`config.mk`:
```
export PLATFORM = sky130hd
export DESIGN_NAME = fp32_mult_responder_flat
export DESIGN_NICKNAME = d
export VERILOG_FILES = /design/src/rtl/fp32_mult_responder_if.sv /design/src/rtl/fp32_mult_responder.sv /design/src/flat_wrapper.sv
export SDC_FILE = /design/constraint.sdc
export NUM_CORES = 2
export LEC_CHECK = 0
export ABC_AREA = 1
export CAP_MARGIN = 5
export CORE_ASPECT_RATIO = 0.5
export CORE_MARGIN = 5
export CORE_UTILIZATION = 64
export DETAILED_ROUTE_END_ITERATION = 10
export PLACE_DENSITY = 0.83
export SETUP_SLACK_MARGIN = 0.15
export SLEW_MARGIN = 5
export SYNTH_ARGS = -nofsm -noshare
export SYNTH_HDL_FRONTEND = slang
export SYNTH_SLANG_ARGS = --single-unit
export TNS_END_PERCENT = 30
```
`constraint.sdc`:
```
create_clock -name clk -period 8.05 [get_ports clk]
set_clock_uncertainty 0.05 [all_clocks]
set_input_delay 1.2075 -clock clk [delete_from_list [all_inputs] [get_ports clk]]
set_output_delay 1.2075 -clock clk [all_outputs]
set_load 0.005 [all_outputs]
```
`src/rtl/fp32_mult_responder_if.sv`:
```
// Handshake bundle between the filter controller (master) and the fp32 multiplier (slave).
// FP32_MULT_FLAGS_EN adds the registered exception flags {invalid, overflow, underflow, inexact}.
interface fp32_mult_responder_if;
    logic [31:0] a;
    logic [31:0] b;
    logic        operation_nd;
    logic        operation_rfd;
    logic [31:0] result;
    logic        rdy;
`ifdef FP32_MULT_FLAGS_EN
    logic [3:0]  flags;

    modport master (output a, b, operation_nd, input operation_rfd, result, rdy, flags);
    modport slave  (input a, b, operation_nd, output operation_rfd, result, rdy, flags);
`else
    modport master (output a, b, operation_nd, input operation_rfd, result, rdy);
    modport slave  (input a, b, operation_nd, output operation_rfd, result, rdy);
`endif
endinterface

```
`src/rtl/fp32_mult_responder.sv`:
```
// Four-cycle IEEE-754 single multiplier (RNE, flush-to-zero) on the nd/rfd/rdy handshake.
// Optional macro FP32_MULT_FLAGS_EN adds the flags output, registered alongside result.
module fp32_mult_responder #(
    parameter logic [31:0] QNAN = 32'h7FC00000
) (
    input  logic                 clk,
    input  logic                 rst,
    fp32_mult_responder_if.slave bus
);
    localparam logic [1:0] S_IDLE = 2'd0;
    localparam logic [1:0] S_MUL  = 2'd1;
    localparam logic [1:0] S_NORM = 2'd2;
    localparam logic [1:0] S_RND  = 2'd3;

    logic [1:0]        r_state;
    logic [31:0]       r_a, r_b;
    logic [47:0]       r_prod;
    logic signed [9:0] r_exp;
    logic              r_sign, r_nan, r_inf, r_zero;
    logic [23:0]       r_mant;
    logic              r_guard, r_sticky;
    logic [31:0]       r_result;
    logic              r_rdy;

    // MUL: operand classification and raw significand product
    logic [7:0]        w_ea, w_eb;
    logic [22:0]       w_fa, w_fb;
    logic              w_a_zero, w_b_zero, w_a_inf, w_b_inf, w_a_nan, w_b_nan;
    logic [47:0]       w_prod;
    logic signed [9:0] w_exp_sum;

    assign w_ea      = r_a[30:23];
    assign w_eb      = r_b[30:23];
    assign w_fa      = r_a[22:0];
    assign w_fb      = r_b[22:0];
    assign w_a_zero  = (w_ea == 8'h00);
    assign w_b_zero  = (w_eb == 8'h00);
    assign w_a_inf   = (w_ea == 8'hFF) && (w_fa == 23'd0);
    assign w_b_inf   = (w_eb == 8'hFF) && (w_fb == 23'd0);
    assign w_a_nan   = (w_ea == 8'hFF) && (w_fa != 23'd0);
    assign w_b_nan   = (w_eb == 8'hFF) && (w_fb != 23'd0);
    assign w_prod    = 48'({1'b1, w_fa}) * 48'({1'b1, w_fb});
    assign w_exp_sum = {2'b00, w_ea} + {2'b00, w_eb} - 10'd127;

    // NORM: product lies in [1,4); a set bit 47 means one extra binade
    logic [23:0]       w_norm_mant;
    logic              w_norm_guard, w_norm_sticky;
    logic signed [9:0] w_norm_exp;

    assign w_norm_mant   = r_prod[47] ? r_prod[47:24] : r_prod[46:23];
    assign w_norm_guard  = r_prod[47] ? r_prod[23]    : r_prod[22];
    assign w_norm_sticky = r_prod[47] ? |r_prod[22:0] : |r_prod[21:0];
    assign w_norm_exp    = r_exp + {9'd0, r_prod[47]};

    // RND: a carry out of the mantissa leaves 1.000..., so renormalise by one
    logic              w_round_up;
    logic [24:0]       w_mant_rnd;
    logic signed [9:0] w_exp_fin;
    logic [22:0]       w_frac;
    logic              w_ovf, w_unf;
    logic [31:0]       w_result;

    assign w_round_up = r_guard & (r_sticky | r_mant[0]);
    assign w_mant_rnd = {1'b0, r_mant} + 25'(w_round_up);
    assign w_exp_fin  = r_exp + {9'd0, w_mant_rnd[24]};
    assign w_frac     = w_mant_rnd[24] ? w_mant_rnd[23:1] : w_mant_rnd[22:0];
    assign w_ovf      = (w_exp_fin >= 10'sd255);
    assign w_unf      = (w_exp_fin <= 10'sd0);

    always_comb begin
        w_result = {r_sign, w_exp_fin[7:0], w_frac};
        if (r_nan)       w_result = QNAN;
        else if (r_inf)  w_result = {r_sign, 8'hFF, 23'd0};
        else if (r_zero) w_result = {r_sign, 31'd0};
        else if (w_ovf)  w_result = {r_sign, 8'hFF, 23'd0};
        else if (w_unf)  w_result = {r_sign, 31'd0};
    end

    // Control: state, rdy pulse and the held result
    always_ff @(posedge clk) begin
        if (rst) begin
            r_state  <= S_IDLE;
            r_rdy    <= 1'b0;
            r_result <= 32'h0000_0000;
        end else begin
            r_rdy <= 1'b0;
            case (r_state)
                S_IDLE: if (bus.operation_nd) r_state <= S_MUL;
                S_MUL:  r_state <= S_NORM;
                S_NORM: r_state <= S_RND;
                S_RND: begin
                    r_result <= w_result;
                    r_rdy    <= 1'b1;
                    r_state  <= S_IDLE;
                end
                default: r_state <= S_IDLE;
            endcase
        end
    end

`ifdef FP32_MULT_FLAGS_EN
    logic       r_denorm;
    logic [3:0] r_flags, w_flags;

    always_comb begin
        w_flags = {3'b000, r_guard | r_sticky};
        if (r_nan)       w_flags = 4'b1000;
        else if (r_inf)  w_flags = 4'b0000;
        else if (r_zero) w_flags = {2'b00, r_denorm, r_denorm};
        else if (w_ovf)  w_flags = 4'b0101;
        else if (w_unf)  w_flags = 4'b0011;
    end

    always_ff @(posedge clk) begin
        if (rst)                    r_flags <= 4'b0000;
        else if (r_state == S_RND)  r_flags <= w_flags;
    end

    always_ff @(posedge clk) begin
        if (r_state == S_MUL) r_denorm <= (w_a_zero && w_fa != 23'd0) || (w_b_zero && w_fb != 23'd0);
    end

    assign bus.flags = r_flags;
`endif

    // NOTE: pure datapath registers carry no reset; the control path alone decides when they matter.
    always_ff @(posedge clk) begin
        case (r_state)
            S_IDLE: if (bus.operation_nd) begin
                r_a <= bus.a;
                r_b <= bus.b;
            end
            S_MUL: begin
                r_prod <= w_prod;
                r_exp  <= w_exp_sum;
                r_sign <= r_a[31] ^ r_b[31];
                r_nan  <= w_a_nan | w_b_nan | (w_a_inf & w_b_zero) | (w_b_inf & w_a_zero);
                r_inf  <= w_a_inf | w_b_inf;
                r_zero <= w_a_zero | w_b_zero;
            end
            S_NORM: begin
                r_mant   <= w_norm_mant;
                r_guard  <= w_norm_guard;
                r_sticky <= w_norm_sticky;
                r_exp    <= w_norm_exp;
            end
            default: ;
        endcase
    end

    assign bus.operation_rfd = (r_state == S_IDLE);
    assign bus.result        = r_result;
    assign bus.rdy           = r_rdy;
endmodule

```
`src/flat_wrapper.sv`:
```
// flat-port wrapper written by rule: the top's interface ports become plain ports
module fp32_mult_responder_flat 
#(
    parameter logic [31:0] QNAN = 32'h7FC00000
)
  (clk, rst, bus_a, bus_b, bus_operation_nd, bus_operation_rfd, bus_result, bus_rdy);
  fp32_mult_responder_if bus_i ();
  input  logic clk;
  input  logic rst;
  input wire logic [$bits(bus_i.a)-1:0] bus_a;
  input wire logic [$bits(bus_i.b)-1:0] bus_b;
  input wire logic [$bits(bus_i.operation_nd)-1:0] bus_operation_nd;
  output wire logic [$bits(bus_i.operation_rfd)-1:0] bus_operation_rfd;
  output wire logic [$bits(bus_i.result)-1:0] bus_result;
  output wire logic [$bits(bus_i.rdy)-1:0] bus_rdy;
  assign bus_i.a = bus_a;
  assign bus_i.b = bus_b;
  assign bus_i.operation_nd = bus_operation_nd;
  assign bus_operation_rfd = bus_i.operation_rfd;
  assign bus_result = bus_i.result;
  assign bus_rdy = bus_i.rdy;
  fp32_mult_responder #(.QNAN(QNAN)) u_core (.clk(clk), .rst(rst), .bus(bus_i));
endmodule
```
==> reports/qor.yml <==
outcome:
  outcome: "complete, no violations"
clock_network:
  clock_sinks: 187
  cts_root_buf: "clkbuf_16"
  ctsHoldBuffers: 0
  h-tree-depth: 4
  cts_tree: "built"
  cts_buffers: 17
  clock_latency_ns: 0.47
  path_clk_slew_ns: 0.07
  cts_max_path_buffers: 2
  cts_setup_buffers: 0
  cts.repair.resized: 0
yosys:
  synthMuxAreaShare: 0
  syn-num-nets: 4186
  synth_warnings: 0
  synth_compound_area_frac: 0.0435
  avgSynthCellArea_um2: 8.19
  async_flop_share: 0
  ys_seq_elements: 187
  synthCells: 3444
  synth_xor_area_frac: 0.0218
  synth_edf_count: 152
  seq_area_frac_synth: 0.187
  synth_ff_type: "edfxtp_1"
  synth_cell_type_count: 46
  synth_fa_ha_area_frac: 0.428
  syn_area_mm2: 0.0282
  synthSimpleGateAreaFrac: 0.171
  synth_top_family_by_area: "adder cells"
routing:
  ant_nets: 0
  finalWirelength_um: 79700
  first_pass_iters: 6
  routedWlPerCell_um: 19.4
  drtIter0Drc: 2230
  vias_per_cell: 5.46
  route.detailed.drc: 0
  num_vias: 22500
worst_hold_path:
  min_path_cells: 2
  hp-class: "reg2reg"
setup_path:
  cp-start-kind: "flip-flop"
  arrival_ns: 7.50
  reg2reg_depth: 19
  crit_fanout: 23
  endpoint_kind: "flip-flop"
  setup.worst_path.class: "reg2reg"
  crit_required_ns: 8.19
die:
  rows: 54
  die_y_um: 158
  io_pins: 101
  fp.dieW_um: 307
  start_util: 0.647
  die-area_mm2: 0.0486
  core_mm2: 0.0436
place:
  port_buffers: 100
  routabilityCongestion: 1.05
  hpwl_um: 65100
timing:
  fin_crit_sh: 0.914
  hold_viol_final: 0
  tightest_slew_ns: 1.40
  clock.fmax_mhz: 136
  whs_ns: 0.415
  min_period_ns: 7.36
  rsz0062_at_grt: "no"
  relSlewSlack: 0.0671
  fin_tns_setup_ns: 0
  setup_viol: 0
  drv_slew: 0
global_routing:
  grt_pass1_wl_um: 126000
  grt_max_degree: 65
  antenna_found_initial: 0
  grt_use_total: 0.338
  grt_pass1_vias: 23700
  grt_overflow: 0
flow_run:
  drv_cap: 0
finish:
  area_growth_pct: 8.49
  drive_gt1_frac: 0.0377
  antenna_cells: 0
  final_nets: 4257
[synthesized netlist by cell type (all sizes together) (19+ instances only)]
cell    number  area share
inv        990        0.13
nand2      853        0.11
fa         483        0.34
ha         192       0.085
nor2       166       0.023
edfxtp     152        0.16
a21oi      120       0.022
clkbuf     115       0.015
nand3       84       0.015
o21ai       52      0.0092
xor2        49       0.016
dfxtp       35       0.025
nand4       33      0.0073
nor3        19      0.0038
xnor2       19      0.0059
[per-layer routing]
layer	wire, um	share of wire	track usage
met5	136	0.0017	0.0194
met3	10900	0.14	0.127
met2	34400	0.43	0.529
met1	30400	0.38	0.432
met4	3820	0.048	0.133
[worst max-delay path, cell delays in order (launching register included)]
cell and delay [ns]:
edfxtp_1 1.29, nand2_1 0.19, fa_1 0.60, inv_1 0.07, fa_1 0.52, fa_1 0.45
fa_1 0.52, fa_1 0.44, fa_1 0.49, inv_1 0.05, fa_1 0.48, inv_1 0.05
ha_1 0.38, nand2_1 0.12, o21ai_0 0.58, inv_1 0.11, o21ai_0 0.29, a21oi_1 0.14
nand3_1 0.17, xor2_1 0.10
[state kept, by name (all words and copies together), names as in the netlist, 2 cells and up]
| register | flops |
|---|---|
| u_core.r_prod | 48 |
| u_core.r_b | 32 |
| u_core.r_state | 2 |
| u_core.r_exp | 10 |
| u_core.bus.result | 32 |
| u_core.r_a | 32 |
| u_core.r_mant | 24 |
[layout by cell type (no fill, tap or decap), types with 17 or more instances in the layout]
cell and n:
inv_1 988, nand2_1 847, fa_1 483, ha_1 191, nor2_1 160, edfxtp_1 152
a21oi_1 114, clkdlybuf4s50_1 100, nand3_1 81, buf_4 72, o21ai_0 51, xor2_1 48
dfxtp_1 35, nand4_1 33, xnor2_1 19, nor3_1 18, clkbuf_16 17
[layout make-up]
class / count / area, um2
inverter: 991 / 3720
sequential: 187 / 5270
timing repair buffer: 172 / 1540
fill: 3425 / 13000
tap: 588 / 736
clock buffer: 19 / 433
multi-input combinational: 2146 / 18700
clock inverter: 13 / 158
[final timing paths]
| kind | startpoint | to | slack [ns] |
|---|---|---|---|
| setup / recovery | u_core.r_b[21]$_DFFE_PP_ | u_core.r_prod[38]$_DFFE_PN_ | 0.69 |
| hold / removal | u_core.bus.result[10]$_SDFFE_PP0P_ | u_core.bus.result[10]$_SDFFE_PP0P_ | 0.41 |
| setup reg to reg | u_core.r_b[21]$_DFFE_PP_ | u_core.r_prod[38]$_DFFE_PN_ | 0.69 |
| hold reg to reg | u_core.bus.result[10]$_SDFFE_PP0P_ | u_core.bus.result[10]$_SDFFE_PP0P_ | 0.41 |
[per-stage QoR]
| step | cells | area (um2) | utilization | setup WS, ns |
|---|---|---|---|---|
| after floorplan | 3444 | 28200 | - | 1.96 |
| after global placement | 4084 | 30000 | 0.688 | 0.874 |
| after detailed placement | 4084 | 30000 | 0.688 | 0.877 |
| after CTS | 4116 | 30600 | 0.702 | 0.824 |
| after global routing | 4116 | 30600 | 0.702 | 0.549 |
| final | 4116 | 30600 | 0.702 | 0.693 |
[kinds of logic after synthesis]
| group | Yosys count |
|---|---|
| xor gates and xnor gates | 68 |
| buffers and inverters | 1111 |
| adders and majority gates | 675 |
| and+or+nand+nor | 1185 |
| AOI/OAI and AO/OA | 218 |
| DFF | 187 |
Power is left out: the tool's default activity adds up to more than one toggle a clock period on the data nets, which glitch-free logic cannot reach.
